`src/rtl/fetch_pkg.sv`:
```
// Shared types and constants for the branch-aware instruction fetch sequencer.
package fetch_pkg;

  localparam logic [31:0] RESET_PC_DEFAULT = 32'h0000_0000;
  localparam logic [31:0] PC_INC           = 32'd4;

  typedef enum logic [1:0] {
    S_REQ  = 2'd0,
    S_WAIT = 2'd1,
    S_HOLD = 2'd2,
    S_HALT = 2'd3
  } fetch_state_e;

  typedef struct packed {
    logic        taken;
    logic        misaligned;
    logic [31:0] target;
  } redirect_t;

endpackage

```
`src/rtl/fetch_redirect_calc.sv`:
```
// Decodes a branch resolution into taken / target / misaligned for the fetch sequencer.
module fetch_redirect_calc
  import fetch_pkg::*;
(
  input  logic        br_valid,
  input  logic [31:0] br_pc,
  input  logic [31:0] pcbr,
  output redirect_t   redirect
);

  // A zero offset is the branch unit's encoding for "not taken"; the sum wraps modulo 2^32.
  always_comb begin
    redirect.target     = br_pc + pcbr;
    redirect.taken      = br_valid && (pcbr != 32'h0);
    redirect.misaligned = redirect.taken && (redirect.target[1:0] != 2'b00);
  end

endmodule

```
`src/rtl/branch_fetch_sequencer.sv`:
```
// Program-counter owner: one-outstanding instruction fetch over req/gnt/rvalid,
// valid/ready hand-off to decode, and squash/redirect on taken branches.
module branch_fetch_sequencer
  import fetch_pkg::*;
#(
  parameter int unsigned       XLEN     = 32,
  parameter logic [XLEN-1:0]   RESET_PC = RESET_PC_DEFAULT
) (
  input  logic            iCLK,
  input  logic            iRST_N,
  output logic            oIMEM_REQ,
  output logic [XLEN-1:0] oIMEM_ADDR,
  input  logic            iIMEM_GNT,
  input  logic            iIMEM_RVALID,
  input  logic [XLEN-1:0] iIMEM_RDATA,
  output logic [XLEN-1:0] oIR,
  output logic [XLEN-1:0] oPC,
  output logic            oIR_VALID,
  input  logic            iIR_READY,
  input  logic            iBR_VALID,
  input  logic [XLEN-1:0] iBR_PC,
  input  logic [XLEN-1:0] iPCBR,
  output logic            oMISALIGN
);

  fetch_state_e    state_q, state_d;
  logic [XLEN-1:0] pc_q, pc_d;
  logic [XLEN-1:0] ir_q, ir_d;
  logic [XLEN-1:0] ir_pc_q, ir_pc_d;
  logic            ir_valid_q, ir_valid_d;
  logic            drop_q, drop_d;
  logic            misalign_q, misalign_d;
  logic            run_q;
  logic            gnt_ok;
  redirect_t       redirect;

  fetch_redirect_calc u_redirect (
    .br_valid (iBR_VALID),
    .br_pc    (iBR_PC),
    .pcbr     (iPCBR),
    .redirect (redirect)
  );

  // run_q keeps the request low for the first cycle out of reset.
  assign oIMEM_REQ  = run_q && (state_q == S_REQ);
  assign oIMEM_ADDR = pc_q;
  assign oIR        = ir_q;
  assign oPC        = ir_pc_q;
  assign oIR_VALID  = ir_valid_q;
  assign oMISALIGN  = misalign_q;
  assign gnt_ok     = oIMEM_REQ && iIMEM_GNT;

  always_comb begin
    // NOTE: every next-state signal gets its hold value first so no path leaves it unassigned (no latches).
    state_d    = state_q;
    pc_d       = pc_q;
    ir_d       = ir_q;
    ir_pc_d    = ir_pc_q;
    ir_valid_d = ir_valid_q;
    drop_d     = drop_q;
    misalign_d = misalign_q;

    if ((state_q != S_HALT) && redirect.taken) begin
      if (redirect.misaligned) begin
        misalign_d = 1'b1;
        ir_valid_d = 1'b0;
        drop_d     = 1'b0;
        state_d    = S_HALT;
      end else begin
        pc_d = redirect.target;
        case (state_q)
          S_REQ: begin
            if (gnt_ok) begin
              drop_d  = 1'b1;
              state_d = S_WAIT;
            end
          end
          S_WAIT: begin
            if (iIMEM_RVALID) begin
              drop_d  = 1'b0;
              state_d = S_REQ;
            end else begin
              drop_d = 1'b1;
            end
          end
          S_HOLD: begin
            // The held instruction is wrong-path even if decode is accepting it right now.
            ir_valid_d = 1'b0;
            state_d    = S_REQ;
          end
          default: ;
        endcase
      end
    end else begin
      case (state_q)
        S_REQ: begin
          if (gnt_ok) state_d = S_WAIT;
        end
        S_WAIT: begin
          if (iIMEM_RVALID) begin
            if (drop_q) begin
              drop_d  = 1'b0;
              state_d = S_REQ;
            end else begin
              ir_d       = iIMEM_RDATA;
              ir_pc_d    = pc_q;
              ir_valid_d = 1'b1;
              pc_d       = pc_q + PC_INC;
              state_d    = S_HOLD;
            end
          end
        end
        S_HOLD: begin
          if (iIR_READY) begin
            ir_valid_d = 1'b0;
            state_d    = S_REQ;
          end
        end
        S_HALT: begin
          ir_valid_d = 1'b0;
        end
        default: ;
      endcase
    end
  end

  // NOTE: state registers use non-blocking assignments so every flop samples pre-edge values.
  always_ff @(posedge iCLK or negedge iRST_N) begin
    if (!iRST_N) begin
      state_q    <= S_REQ;
      pc_q       <= RESET_PC;
      ir_q       <= '0;
      ir_pc_q    <= RESET_PC;
      ir_valid_q <= 1'b0;
      drop_q     <= 1'b0;
      misalign_q <= 1'b0;
      run_q      <= 1'b0;
    end else begin
      state_q    <= state_d;
      pc_q       <= pc_d;
      ir_q       <= ir_d;
      ir_pc_q    <= ir_pc_d;
      ir_valid_q <= ir_valid_d;
      drop_q     <= drop_d;
      misalign_q <= misalign_d;
      run_q      <= 1'b1;
    end
  end

endmodule

```
`config.mk`:
```
export PLATFORM = sky130hd
export DESIGN_NAME = branch_fetch_sequencer
export DESIGN_NICKNAME = d
export VERILOG_FILES = /design/src/rtl/fetch_pkg.sv /design/src/rtl/fetch_redirect_calc.sv /design/src/rtl/branch_fetch_sequencer.sv
export SDC_FILE = /design/constraint.sdc
export NUM_CORES = 1
export LEC_CHECK = 0
export CAP_MARGIN = 20
export CELL_PAD_IN_SITES_DETAIL_PLACEMENT = 0
export CELL_PAD_IN_SITES_GLOBAL_PLACEMENT = 1
export CORE_UTILIZATION = 35
export CTS_CLUSTER_SIZE = 24
export DETAILED_ROUTE_END_ITERATION = 7
export GPL_TIMING_DRIVEN = 0
export PLACE_DENSITY_LB_ADDON = 0.1
export SLEW_MARGIN = 30
export SYNTH_ARGS = -nofsm -noshare
export SYNTH_HDL_FRONTEND = slang
export SYNTH_HIERARCHICAL = 1
export SYNTH_SLANG_ARGS = --single-unit
```
`constraint.sdc`:
```
create_clock -name iCLK -period 2.85 [get_ports iCLK]
set_input_delay 0.4275 -clock iCLK [delete_from_list [all_inputs] [get_ports iCLK]]
set_output_delay 0.4275 -clock iCLK [all_outputs]
set_load 0.005 [all_outputs]
```
==> flow_metrics.py <==
metrics = {
    "yosys": {
        "synthDominantCellAreaShare_pct": 38.0,
        "ys_top_cells_by_count": "nand2_1 (234), dfrtp_1 (102), a21oi_1 (57), ha_1 (37)",
        "ys_seq_area_share_pct": 38.0,
        "synth_cells": 811,
        "yosysMostFrequentCell": "nand2_1",
        "ys.warnings.count": 6,
        "ys.flop_type": "dfrtp_1",
        "synth-edff-count": 0,
        "synth.distinct_cells": 77,
        "syn_area_um2": 6720,
        "syn_area_per_cell_um2": 8.29,
        "synth_nets": 951,
        "synth_area_leaders": "dfrtp_1 (38%), nand2_1 (13%), ha_1 (6.9%)",
        "yosysTopAreaCell": "dfrtp_1",
        "synth_seq_cells": 102,
        "synth_async_sr_flop_share_pct": 100,
    },
    "sta": {
        "max-slew-margin-rel_pct": 62.5,
        "drv_slew": 0,
        "skew_ns": 0.00979,
        "worstMarginPinSlew_ns": 0.558,
        "fin_crit_sh_pct": 98.4,
        "setup_violations": 0,
        "final-hold-violation-count": 0,
        "max_freq_ghz": 0.357,
        "fin_crit_ns": 2.80,
    },
    "clock_tree": {
        "root_buffer": "clkbuf_16",
        "clk_latency_ns": 0.34,
        "clk_path_buf_depth": 2,
        "clock-sinks": 102,
        "cts_made_buffers": 9,
        "cts_tree": "built",
        "htree_levels": 3,
        "clk_pin_slew_ns": 0.07,
    },
    "die": {
        "fp.dieH_um": 141,
        "rows": 50,
        "initial_core_util_pct": 35.8,
        "die_w_um": 141,
        "core_um2": 18800,
        "die_area_um2": 19800,
        "io_pins": 201,
    },
    "cells_and_area": {
        "seq_area_um2": 2550,
        "nets": 1183,
        "syn2layout_area_growth_pct": 49.9,
        "stdcell_count": 1282,
        "final_util_pct": 53.7,
        "layout-drive-gt1-share_pct": 14.3,
        "multi_input_area_um2": 4380,
        "num_antenna_cells": 0,
        "final_area_um2": 10100,
        "num-fill-cells": 1756,
    },
    "critical_path": {
        "max_stage_delay_ns": 0.47,
        "end_kind": "flip-flop",
        "cp_max_fo": 4,
        "crit_arrival_ns": 3.02,
        "crit_path_cell_trace": "clkdlybuf4s50_1 > ha_4 > and3_1 > o211ai_1 > o21bai_4 > a22oi_4 > a311oi_4 > o311a_1 > or3_4 > o22ai_2 > a2bb2oi_1",
        "required_ns": 3.07,
        "cp-start-kind": "input port",
        "critPathSlowestCell": "clkdlybuf4s50_1",
        "worstSetupPathType": "input port to flip-flop",
    },
    "pwr": {
        "seq_power_share_pct": 34.1,
        "ir_drop_mv": 0.353,
        "p_per_area_nw_per_um2": 799,
        "combPwrFrac_pct": 48.8,
        "switching_share_pct": 37.3,
        "p_int_mw": 5.05,
        "leakage_nw": 4.56,
        "clkPwrFrac_pct": 17.1,
        "p_switching_mw": 3.00,
    },
    "route": {
        "drtIter0Drc": 282,
        "wl_met2_um": 9870,
        "wirelength_met1_um": 10300,
        "wl_um": 21600,
        "vias_per_cell": 5.23,
        "vias": 6702,
        "post-route-drc-count": 0,
        "drt_pass1_iterations": 4,
        "wl_per_cell_um": 16.9,
        "ant_nets": 0,
        "routed-wl-met3_um": 1140,
        "highest_layer": "met4",
    },
    "global_routing": {
        "grt_max_degree": 68,
        "antenna_found_initial": 0,
        "overflow": 0,
        "grt_pass1_wl_um": 33600,
        "grt_pass1_vias": 6290,
        "grt_util_all_layers_pct": 21.6,
    },
    "placement": {
        "port_buffers": 200,
        "dpl_cell_area_um2": 9050,
        "dp_hpwl_um": 16000,
        "gp_congestion": 0.828,
        "dpl.cell_count": 1246,
    },
    "min_path": {
        "hold_class": "flip-flop to flip-flop",
    },
    "outcome": {
        "run_status": "finished clean",
    },
    "job": {
        "cap_violations": 0,
    },
}
final cells by class:
type,instances,area share (%)
plain buffers,36,2.06
clock buffers,11,2.51
clock inverters,5,0.807
inverters,9,0.335
multi-input cells,657,43.5
flip-flops and latches,102,25.3
well taps,234,2.91
repair buffers,228,22.6
routing by layer:
| layer | vias up | track usage, % |
|---|---|---|
| li1 | 3349 | - |
| met1 | 3112 | 30.5 |
| met2 | 228 | 34.8 |
| met3 | 13 | 2.55 |
| met4 | 0 | 5.95 |
| met5 | - | 0 |
sequential cells by signal, summed over array words and instances (netlist names):
signal      cells
drop_q          1
run_q           1
oMISALIGN       1
state_q         2
oPC            32
oIR_VALID       1
oIMEM_ADDR     32
oIR            32
cells in the final DEF (no fill, tap or decap), types with 4 or more instances in the layout:
cell type	n
nand2_1	234
clkdlybuf4s50_1	168
dfrtp_1	102
a21oi_1	48
nor2_1	34
o21ai_0	33
buf_4	30
a21o_1	23
dlymetal6s2s_1	21
nand3_1	20
nand4_1	19
ha_1	19
xnor2_1	17
ha_4	16
nor3_1	12
xor2_1	12
buf_2	11
nor4_1	11
clkbuf_2	10
a31oi_1	9
inv_1	9
clkbuf_16	9
nand2b_1	8
dlygate4sd2_1	8
mux2i_1	6
and2_1	6
o21ai_1	6
o22ai_1	6
a21oi_2	6
clkbuf_1	5
and3_1	5
or3_1	5
or2_2	4
nor4_4	4
a211oi_1	4
a21oi_4	4
path summary, 6_finish.rpt:
| kind | slack (ns) | from | endpoint | depth (start not counted) |
|---|---|---|---|---|
| setup reg to reg | 0.30 | state_q[1]$_DFFE_PN0P_ | oIR[3]$_DFFE_PN0P_ | 10 |
| hold / removal | 0.47 | oMISALIGN$_DFFE_PN0P_ | oMISALIGN$_DFFE_PN0P_ | 1 |
| hold reg to reg | 0.47 | oMISALIGN$_DFFE_PN0P_ | oMISALIGN$_DFFE_PN0P_ | 1 |
| max in group asynchronous | 1.64 | iRST_N | oPC[31]$_DFFE_PN0P_ | 3 |
| min in group asynchronous | 0.56 | iRST_N | oIR[27]$_DFFE_PN0P_ | 2 |
| setup / recovery | 0.05 | iPCBR[8] | oIMEM_ADDR[31]$_DFFE_PN0P_ | 11 |
cells by family after synthesis:
logic type	Yosys count	share of synthesized area [%]
buffers and inverters	52	3.43
flip-flops	102	38.0
AND/OR/NAND/NOR	387	26.9
adder cells (fa/ha/maj)	38	7.19
XOR/XNOR	29	3.78
other	1	0.0558
AO/OA/AOI/OAI	192	19.1
multiplexers	10	1.55
power groups by stage:
| stage | logic [mW] | clock network (mW) | registers [mW] |
|---|---|---|---|
| final | 3.93 | 1.38 | 2.74 |
| after global placement | 3.72 | 0 | 2.74 |
| after floorplan | 1.72 | 0 | 2.67 |
| after CTS | 3.87 | 1.42 | 2.74 |
| after detailed placement | 3.73 | 0 | 2.76 |
| after global routing | 4.31 | 1.47 | 2.83 |
timing repair:
| item | CTS | global route |
|---|---|---|
| buffers inserted | 11 | 15 |
| endpoints found under the setup margin | 96 | 74 |
| hold buffers | 1 | 0 |
| resized for setup | 72 | 54 |
| hold endpoints to repair | 35 | 0 |
| pin swaps | 21 | 34 |
through the flow:
| step | setup slack, ns | hold WS (ns) | power [mW] | setup TNS [ns] |
|---|---|---|---|---|
| finish | 0.0453 | 0.468 | 8.05 | 0 |
| detailed placement | -1.02 | 0.357 | 6.49 | -82.72 |
| global placement | -2.85 | 0.452 | 6.46 | -373.07 |
| global route | -0.00876 | 0.491 | 8.62 | -0.00876 |
| CTS | 0.000114 | 0.478 | 8.03 | 0 |
| floorplan | 0.0178 | 0.132 | 4.39 | 0 |
worst max-delay path: cells and delay by family:
kind                       cells  cell delay (ns)
and+or+nand+nor                2             0.55
buffers and inverters          1             0.47
AOI/OAI and AO/OA              7             1.26
adders and majority gates      1             0.31
No activity file was read; power rests on OpenSTA's default activity.
